--- config.mk ---
export PLATFORM = sky130hd
export DESIGN_NAME = hazard_unit
export DESIGN_NICKNAME = d
export VERILOG_FILES = /design/src/rtl/hazard_unit_pkg.sv /design/src/rtl/hazard_unit_sat_counter.sv /design/src/rtl/hazard_unit.sv
export SDC_FILE = /design/constraint.sdc
export NUM_CORES = 1
export LEC_CHECK = 0
export CAP_MARGIN = 20
export CELL_PAD_IN_SITES_DETAIL_PLACEMENT = 0
export CELL_PAD_IN_SITES_GLOBAL_PLACEMENT = 1
export CORE_UTILIZATION = 40
export CTS_CLUSTER_DIAMETER = 50
export DETAILED_ROUTE_END_ITERATION = 16
export GPL_TIMING_DRIVEN = 0
export PLACE_DENSITY_LB_ADDON = 0.1
export SLEW_MARGIN = 20
export SYNTH_ARGS = -nofsm -noshare
export SYNTH_HDL_FRONTEND = slang
export SYNTH_SLANG_ARGS = --single-unit
--- constraint.sdc ---
create_clock -name clock -period 7.9 [get_ports clock]
set_input_delay 1.58 -clock clock [delete_from_list [all_inputs] [get_ports clock]]
set_output_delay 1.58 -clock clock [all_outputs]
set_load 0.01 [all_outputs]
--- src/rtl/hazard_unit_pkg.sv ---
// hazard_unit_pkg: shared shadow-entry types, forwarding selects and the hazard match helper
// for the LEGv8 hazard unit.
package hazard_unit_pkg;

   // Shadow register fields are stored at this width, so REG_AW may not exceed it.
   localparam int RA_W         = 8;
   localparam int ZERO_REG_DEF = 31;

   localparam logic [1:0] FWD_REG   = 2'b00;
   localparam logic [1:0] FWD_EXMEM = 2'b10;
   localparam logic [1:0] FWD_MEMWB = 2'b01;

   typedef struct packed {
      logic            v;
      logic [RA_W-1:0] rd;
      logic            regwrite;
      logic            memread;
   } hz_dst_t;

   typedef struct packed {
      logic [RA_W-1:0] rs1;
      logic [RA_W-1:0] rs2;
      logic            use1;
      logic            use2;
   } hz_src_t;

   function automatic logic hz_match(input hz_dst_t e, input logic [RA_W-1:0] r, input logic u,
                                     input logic [RA_W-1:0] zr);
      return u && e.v && e.regwrite && (e.rd != zr) && (e.rd == r);
   endfunction

endpackage

--- src/rtl/hazard_unit_sat_counter.sv ---
// sat_counter: event counter that sticks at all-ones instead of wrapping.
module sat_counter #(
   parameter int CNT_W = 32
) (
   input  logic             clock,
   input  logic             reset,
   input  logic             en,
   output logic [CNT_W-1:0] cnt
);

   always_ff @(posedge clock or posedge reset)
      if (reset) cnt <= '0;
      else if (en && !(&cnt)) cnt <= cnt + 1'b1;

endmodule

--- src/rtl/hazard_unit.sv ---
// hazard_unit: load-use stall, EX operand forwarding and taken-branch flush control for the
// five-stage LEGv8 pipeline, tracking ID/EX, EX/MEM and MEM/WB in private shadow registers.
module hazard_unit
   import hazard_unit_pkg::*;
#(
   parameter int REG_AW   = 5,
   parameter int ZERO_REG = ZERO_REG_DEF,
   parameter int BR_FLUSH = 3,
   parameter int FWD_EN   = 1,
   parameter int CNT_W    = 32
) (
   input  logic              clock,
   input  logic              reset,
   input  logic              id_valid,
   input  logic [REG_AW-1:0] id_rs1,
   input  logic [REG_AW-1:0] id_rs2,
   input  logic              id_use1,
   input  logic              id_use2,
   input  logic [REG_AW-1:0] id_rd,
   input  logic              id_regwrite,
   input  logic              id_memread,
   input  logic              br_taken,
   output logic              pc_write,
   output logic              if_id_write,
   output logic              idex_bubble,
   output logic              flush_if_id,
   output logic              flush_id_ex,
   output logic              flush_ex_mem,
   output logic [1:0]        fwd_a,
   output logic [1:0]        fwd_b,
   output logic [CNT_W-1:0]  stall_cnt,
   output logic [CNT_W-1:0]  flush_cnt
);

   localparam logic [RA_W-1:0] ZR = RA_W'(ZERO_REG);

   if (BR_FLUSH < 1 || BR_FLUSH > 3 || REG_AW > RA_W) begin : g_bad_param
      $error("hazard_unit: illegal parameterisation");
   end

   hz_dst_t s_idex, s_exmem, s_memwb;
   hz_src_t s_src;
   logic [RA_W-1:0] rs1, rs2;
   logic hit_ex, hit_mem, hit_wb, load_use, raw_any, stall, idv;

   always_comb begin
      rs1 = RA_W'(id_rs1);
      rs2 = RA_W'(id_rs2);
      hit_ex  = hz_match(s_idex, rs1, id_use1, ZR) || hz_match(s_idex, rs2, id_use2, ZR);
      hit_mem = hz_match(s_exmem, rs1, id_use1, ZR) || hz_match(s_exmem, rs2, id_use2, ZR);
      hit_wb  = hz_match(s_memwb, rs1, id_use1, ZR) || hz_match(s_memwb, rs2, id_use2, ZR);
      load_use = id_valid && s_idex.memread && hit_ex;
      raw_any  = id_valid && (hit_ex || hit_mem || hit_wb);
      stall = (FWD_EN != 0 ? load_use : raw_any) && !br_taken;
      idv = id_valid && !stall && !br_taken;
      pc_write     = !stall;
      if_id_write  = !stall;
      idex_bubble  = stall;
      flush_if_id  = br_taken;
      flush_id_ex  = br_taken && (BR_FLUSH >= 2);
      flush_ex_mem = br_taken && (BR_FLUSH == 3);
      // EX/MEM is checked first: it holds the younger of two writers to the same register.
      fwd_a = FWD_EN == 0                                 ? FWD_REG   :
              hz_match(s_exmem, s_src.rs1, s_src.use1, ZR) ? FWD_EXMEM :
              hz_match(s_memwb, s_src.rs1, s_src.use1, ZR) ? FWD_MEMWB : FWD_REG;
      fwd_b = FWD_EN == 0                                 ? FWD_REG   :
              hz_match(s_exmem, s_src.rs2, s_src.use2, ZR) ? FWD_EXMEM :
              hz_match(s_memwb, s_src.rs2, s_src.use2, ZR) ? FWD_MEMWB : FWD_REG;
   end

   // Source-use bits follow the entry's valid so a bubble never requests forwarding.
   always_ff @(posedge clock or posedge reset)
      if (reset) begin
         s_idex  <= '0;
         s_exmem <= '0;
         s_memwb <= '0;
         s_src   <= '0;
      end else begin
         s_memwb   <= s_exmem;
         s_memwb.v <= s_exmem.v && !flush_ex_mem;
         s_exmem   <= s_idex;
         s_exmem.v <= s_idex.v && !flush_id_ex;
         s_idex    <= '{idv, RA_W'(id_rd), id_regwrite, id_memread};
         s_src     <= '{rs1, rs2, id_use1 && idv, id_use2 && idv};
      end

   sat_counter #(.CNT_W(CNT_W)) u_stall_cnt (
      .clock(clock), .reset(reset), .en(stall), .cnt(stall_cnt)
   );

   sat_counter #(.CNT_W(CNT_W)) u_flush_cnt (
      .clock(clock), .reset(reset), .en(br_taken), .cnt(flush_cnt)
   );

endmodule

# Yosys cells after proc, flatten, opt, wreduce, memory -nomap -nowiden
# Index checks and enable logic that the tools add are counted.
dict set report op_classes {
  muxes 4
  addsub 2
  eq_ne 9
  reduce_logical 42
}
# cell n
set op_table {}
lappend op_table {{adder 32 x 1 -> 32 bit (second input constant)} 2}
lappend op_table {{AND reduction 32 bit} 2}
lappend op_table {{logical AND 1 bit} 35}
lappend op_table {{== test 5 bit} 6}
lappend op_table {{inequality test 5 bit (second input constant)} 3}
lappend op_table {{logical NOT 1 bit} 4}
lappend op_table {{two-way mux 2 bit} 2}
lappend op_table {{two-way mux 1 bit} 2}
lappend op_table {{logical OR 1 bit} 1}
dict set report word_totals {
  input_bits 23
  output_inout_bits 74
  wordCells 73
  register_bits 98
}

# Depth between registers and ports, before layout
# Gate-level depths: netlist of the first run.
dict set report logic_depth {
  word_depth 11
  ltp_mapped 8
  depth_no_buf 7
}

# Hierarchy
# Synthesis of the first run repeated with hierarchy kept, for this count alone.
dict set report hier_totals {
  cells_unflattened 415
  hier_area_um2 4682.0
}
# mod area_per_inst_um2 instances seq_area_each_um2 cells_per_inst
set by_module_without_submodules {}
lappend by_module_without_submodules {sat_counter 1665.3 2 800.8 155}
lappend by_module_without_submodules {hazard_unit 1351.3 1 850.8 105}

# Worst setup path after synthesis of the first run
# Ideal clock, no wire load.
dict set report synth_timing {
  kind {input port to output port}
  start {input id_rs2[0]}
  end {output pc_write}
  cell_stages 7
  arrival_ns 2.979
  required_time_ns 6.320
  path_slack_ns 3.341
  n_path_buf 2
  path_cell_list {xnor2_1 > nand4_1 > o22a_1 > nor2_1 > inv_2 > clkbuf_1 > buf_4}
}
dict set report synth_between {
  elab_chain_cells 6
}
# item line_no
set synth_lines {}
lappend synth_lines {{start, declared} hazard_unit.sv:16} ;# input logic [REG_AW-1:0] id_rs2,
lappend synth_lines {{== test 5 bit} hazard_unit_pkg.sv:29} ;# return u && e.v && e.regwrite && (e.rd != zr) && (e.rd == r);
lappend synth_lines {{logical AND 1 bit} hazard_unit_pkg.sv:29}
lappend synth_lines {{logical OR 1 bit} hazard_unit.sv:49} ;# hit_ex = hz_match(s_idex, rs1, id_use1, ZR) || hz_match(s_idex, rs2, id_use2, ZR);
lappend synth_lines {{logical AND 1 bit} hazard_unit.sv:52} ;# load_use = id_valid && s_idex.memread && hit_ex;
lappend synth_lines {{logical AND 1 bit} hazard_unit.sv:54} ;# stall = (FWD_EN != 0 ? load_use : raw_any) && !br_taken;
lappend synth_lines {{net idex_bubble} hazard_unit.sv:25} ;# output logic idex_bubble,
lappend synth_lines {{logical NOT 1 bit} n/a}
lappend synth_lines {{end, declared} hazard_unit.sv:23} ;# output logic pc_write,
# The timed path passes the listed nets, and every way through them passes these cells.

# Final worst setup path of the first run
dict set report layout_timing {
  start {input br_taken}
  end {output pc_write}
}
dict set report layout_between {
  elab_chain_cells 3
}
# item line_no
set layout_lines {}
lappend layout_lines {{start, declared} hazard_unit.sv:22} ;# input logic br_taken,
lappend layout_lines {{logical NOT 1 bit} hazard_unit.sv:54}
lappend layout_lines {{logical AND 1 bit} hazard_unit.sv:54}
lappend layout_lines {{logical NOT 1 bit} hazard_unit.sv:56} ;# pc_write = !stall;
# Every way passes these cells.

==> results of run 1 <==
## worst max-delay path, stage by stage
cell             delay, ps
clkdlybuf4s50_1        570
nor2b_1                340
o211ai_1               180
nor2_1                 630
inv_2                   80
clkbuf_1               310
buf_4                  230
clkdlybuf4s50_1        460
## worst paths after layout
kind,from,endpoint,cells after the start
max,br_taken,pc_write,8
min,s_exmem[1]$_DFF_PP0_,s_memwb[1]$_DFF_PP0_,0
max reg2reg,u_stall_cnt.cnt[0]$_DFFE_PP0P_,u_stall_cnt.cnt[9]$_DFFE_PP0P_,8
min reg2reg,s_exmem[1]$_DFF_PP0_,s_memwb[1]$_DFF_PP0_,0
max in group asynchronous,reset,s_src[6]$_DFF_PP0_,3
min in group asynchronous,reset,u_stall_cnt.cnt[0]$_DFFE_PP0P_,2
## layout by cell type, fill, tap and decap left out, types with 2 or more instances in the layout
| master | Yosys | routed |
|---|---|---|
| clkbuf_8 | 0 | 10 |
| nor2_1 | 19 | 19 |
| nor4_1 | 13 | 13 |
| mux2_2 | 2 | 2 |
| buf_4 | 4 | 4 |
| or3_4 | 2 | 2 |
| and3_1 | 7 | 7 |
| clkdlybuf4s50_1 | 0 | 96 |
| inv_6 | 0 | 2 |
| o211ai_1 | 2 | 2 |
| nand3_1 | 24 | 24 |
| xnor2_1 | 46 | 46 |
| clkbuf_1 | 7 | 7 |
| nor4b_1 | 2 | 2 |
| nor2b_1 | 3 | 3 |
| nand4_1 | 25 | 25 |
| nand2b_1 | 2 | 2 |
| dfrtp_1 | 98 | 98 |
| inv_1 | 6 | 5 |
| ha_1 | 2 | 2 |
| xor2_1 | 46 | 46 |
| and2_1 | 3 | 3 |
| nand2_1 | 40 | 40 |
| nor3_1 | 20 | 20 |
| and4_1 | 7 | 7 |
| clkinv_2 | 0 | 2 |
## metrics by stage
stage / setup slack [ps] / util [%] / hold slack, ps / power [uW]
finish: 1940 / 53.7 / 390 / 1010
global route: 1680 / 53.7 / 406 / 1060
CTS: 1900 / 53.7 / 388 / 1020
detailed placement: 1930 / 51.8 / 367 / 690
global placement: 1980 / 51.5 / 364 / 684
floorplan: 3340 / - / 354 / 622
## registers in the layout, indices dropped and copies added, names as in the netlist
register / flops
s_idex: 8
s_memwb: 7
s_exmem: 7
u_flush_cnt.cnt: 32
s_src: 12
u_stall_cnt.cnt: 32
## layer usage
metal	routed length, um	global-route usage [%]	vias to the layer above
li1	-	-	1590
met1	4730	26.3	1597
met2	4840	29.7	70
met3	365	3.83	10
met4	103	6.56	0
met5	0	0	-
## cell type report
| class | count | area (um^2) |
|---|---|---|
| Fill cell | 982 | 5000 |
| Inverter | 7 | 31.3 |
| Buffer | 12 | 60.1 |
| Multi-Input combinational cell | 279 | 1880 |
| Clock inverter | 6 | 65.1 |
| Timing Repair Buffer | 97 | 988 |
| Sequential cell | 98 | 2450 |
| Tap cell | 140 | 175 |
| Clock buffer | 10 | 138 |
## cell families after synthesis
group,count (synthesis),synth area share [%]
flip-flops,98,55.4
multiplexers,2,0.509
buffers and inverters,19,1.95
AO/OA/AOI/OAI,8,1.39
AND/OR/NAND/NOR,175,21.9
adder cells (fa/ha/maj),2,0.566
XOR/XNOR,92,18.2
## power by group
group | internal, uW | switching [uW] | leakage [uW]
Clock | 156 | 179 | 0.000103
Combinational | 69.4 | 49.3 | 0.00106
Sequential | 527 | 31.1 | 0.00127
==> results_dict.tcl, run 1 <==
set metrics [dict create \
    syn_inst 396 \
    fin_setup_tns_ps 0 \
    synth_common_cells "dfrtp_1 (98), xnor2_1 (46), xor2_1 (46), nand2_1 (40), nand4_1 (25)" \
    cts_resized 0 \
    grt_max_degree 73 \
    final_cells 649 \
    numCtsBuffers 9 \
    post_cts_buffers 0 \
    htreeDepth 3 \
    cts_buffer_depth 2 \
    antenna_found_initial 0 \
    wl_per_cell_um 15.5 \
    nets 529 \
    yosys.cell_count.top_type "dfrtp_1" \
    drt-initial-drc-count 107 \
    routed_wl_um 10000 \
    critPathRequiredTime_ps 6320 \
    drive_gt1_share_pct 6.29 \
    clk_pin_slew_ps 90 \
    cts-root-buf "clkbuf_8" \
    start_util_pct 41.0 \
    synth_edf_count 0 \
    ios 97 \
    worst_pin_slew_ps 982 \
    fin_crit_sh_pct 75.4 \
    synthFlopType "dfrtp_1" \
    reg2reg_slack_ps 5090 \
    ir_worst_vdd_mv 0.130 \
    cp-end-kind "primary output" \
    place_inst 633 \
    hold_viol_final 0 \
    max_freq_mhz 168 \
    worst_ep_arrival_time_ps 4380 \
    synth_area_leaders "dfrtp_1 (55%), xnor2_1 (9.1%), xor2_1 (9.1%)" \
    yosysWarnings 0 \
    setup_viol 0 \
    dpl.hpwl_um 7270 \
    cap_violations 0 \
    grt_pass1_vias 3264 \
    die_h_um 107 \
    drv_slew 0 \
    rsz0062_at_grt "no" \
    synth_area_leader_cell "dfrtp_1" \
    vias 3267 \
    grtUsageTotal_pct 19.0 \
    clkLatencyLatePin_ps 370 \
    power_density_nw_per_um2 175 \
    startpoint_type "input pin" \
    total_leakage_power_uw 0.00243 \
    cts_tree "done" \
    ys_seq_area_share_pct 55.4 \
    ys_types 38 \
    final_cell_area_um2 5790 \
    synthDominantCellAreaShare_pct 55.4 \
    period_needed_ps 5960 \
    grt_pass1_wl_um 16700 \
    placed_area_um2 5590 \
    areaGrowthSynthToFinish_pct 31.0 \
    synthesis.nets 421 \
    synth-async-reset-ratio_pct 100 \
    cts_hold_buffers 0 \
    ant_nets 0 \
    port-buffer-count 96 \
    core-area_um2 10800 \
    min_path_type "reg2reg" \
    grt-ovfl-total 0 \
    n_antenna_cell 0 \
    drc_errors 0 \
    avgSynthCellArea_um2 11.2 \
    rows 38 \
    synth-seq-cells 98 \
    clock-sinks 98 \
    drt-pass1-iter-count 4 \
    slew_headroom_pct 34.0 \
    path_max_fanout 11 \
    gp_congestion 0.778 \
    fp.dieW_um 107 \
    skew_ps 11.9 \
    crit_type "in2out" \
    viasPerCell 5.03 \
    synth_area_um2 4420 \
    run_status "completed" \
    floorplan.die_area_um2 11500 \
]
(Power assumes the default switching activity.)
==> inputs of run 2 (changes only) <==
- CORE_UTILIZATION: 40 -> 36
- clock period: 7.9 -> 4.94 ns (I/O delays scaled with it)
==> results_dict.tcl, run 2 (synthesized netlist as in run 1, its figures left out) <==
set metrics [dict create \
    run_status "completed" \
    fin_crit_sh_pct 92.4 \
    nets 529 \
    skew_ps 7.04 \
    wl_per_cell_um 15.5 \
    startpoint_type "input pin" \
    floorplan.die_area_um2 12700 \
    max_freq_mhz 219 \
    grt_pass1_vias 3298 \
    period_needed_ps 4570 \
    final_common_cell "dfrtp_1" \
    min_path_cells 0 \
    reg2reg_depth 7 \
    cp-end-kind "primary output" \
    core-area_um2 12000 \
    fp.dieW_um 113 \
    dpl.hpwl_um 7550 \
    drv_slew 0 \
    die_h_um 113 \
    start_util_pct 36.8 \
    clkLatencyLatePin_ps 340 \
    top_regs "u_flush_cnt.cnt x32, u_stall_cnt.cnt x32, s_src x12" \
    numCtsBuffers 9 \
    cap_violations 0 \
    seq_area_um2 2450 \
    antenna_found_initial 0 \
    htreeDepth 3 \
    r2r-end "u_stall_cnt.cnt[8]$_DFFE_PP0P_" \
    min_path_type "reg2reg" \
    n_antenna_cell 0 \
    clock-sinks 98 \
    viasPerCell 4.97 \
    fillCellCount 1145 \
    grtUsageTotal_pct 17.5 \
    drc_errors 0 \
    grt_pass1_wl_um 17300 \
    power_density_nw_per_um2 302 \
    rows 40 \
    reg2reg_slack_ps 2200 \
    port-buffer-count 96 \
    final_cell_area_um2 5910 \
    crit_type "in2out" \
    routed_wl_um 10100 \
    r2r_start "u_stall_cnt.cnt[3]$_DFFE_PP0P_" \
    ant_nets 0 \
    critPathRequiredTime_ps 3950 \
    vias 3261 \
    setup_viol 0 \
    total_leakage_power_uw 0.00247 \
    cts_buffer_depth 2 \
    power_uw 1780 \
    cts_tree "done" \
    hold_viol_final 0 \
    slew_headroom_pct 49.8 \
    final_cell_mix "dfrtp_1 (98), clkdlybuf4s50_1 (96), xnor2_1 (46), xor2_1 (46), nand2_1 (40)" \
    hold_path.startpoint "s_exmem[1]$_DFF_PP0_" \
    drt-initial-drc-count 85 \
    drive_gt1_share_pct 6.29 \
    worst_pin_slew_ps 745 \
    clk_pin_slew_ps 60 \
    path_max_fanout 11 \
    rsz0062_at_grt "no" \
    multiInputGateArea_um2 1890 \
    ir_worst_vdd_mv 0.121 \
    placed_area_um2 5600 \
    gp_congestion 0.763 \
    worst_ep_arrival_time_ps 3580 \
    grt_max_degree 79 \
    cts-root-buf "clkbuf_16" \
    ios 97 \
    drt-pass1-iter-count 4 \
    grt-ovfl-total 0 \
    holdPathEnd "s_memwb[1]$_DFF_PP0_" \
    areaGrowthSynthToFinish_pct 33.6 \
]
## run 2: critical path, stage by stage
cell and delay (ps):
clkdlybuf4s50_1 590, nor2b_1 300, o211ai_1 210, nor2_2 440, inv_2 70, clkbuf_1 280
buf_4 220, clkdlybuf4s50_1 470
## run 2: worst max path at each step
stage | startpoint | endpoint | slack, ps | cells past startpoint
2_1_floorplan | reset | s_exmem[10]$_DFF_PP0_ | 1390 | 1
3_3_place_gp | reset | u_stall_cnt.cnt[7]$_DFFE_PP0P_ | -220 | 2
3_5_place_dp | br_taken | pc_write | 130 | 8
4_1_cts | br_taken | pc_write | 110 | 8
5_1_grt | br_taken | pc_write | 140 | 8
6_report | br_taken | pc_write | 370 | 8
## run 2: layer usage
metal | track usage [%] | part of all wire [%] | vias up
met5 | 0 | 0 | -
met4 | 5.60 | 1.0 | 0
met3 | 4.02 | 3.3 | 7
met2 | 28.1 | 48 | 56
met1 | 23.3 | 47 | 1604
li1 | - | - | 1594
## run 2: power breakdown
part	total [uW]	switching, uW	internal [uW]	leakage (uW)
Sequential	899	54.7	844	0.00127
Clock	694	288	407	0.000143
Combinational	189	78.0	111	0.00106
## run 2: metrics by stage
| step | util, % | setup TNS, ps | setup WS (ps) | instances | hold WS, ps |
|---|---|---|---|---|---|
| detailed placement | 46.6 | 0 | 131 | 640 | 370 |
| global route | 49.2 | 0 | 142 | 656 | 388 |
| global placement | 46.4 | -20580 | -216 | 639 | 370 |
| CTS | 49.1 | 0 | 107 | 656 | 385 |
| floorplan | - | 0 | 1390 | 396 | 354 |
| finish | 49.2 | 0 | 375 | 656 | 382 |
## run 2: cell type report
type                       count  area share (%)
clock buffer                  12            4.17
sequential                    98            41.5
tap                          147            3.11
inverter                       7           0.530
timing repair buffer          97            16.7
buffer                        12            1.02
clock inverter                 4           0.868
multi-input combinational    279            32.0
## run 2: repair_timing
action,CTS,global route
resized for setup,0,1
hold buffers,0,0
buffers inserted,0,0
setup endpoints to repair,0,1
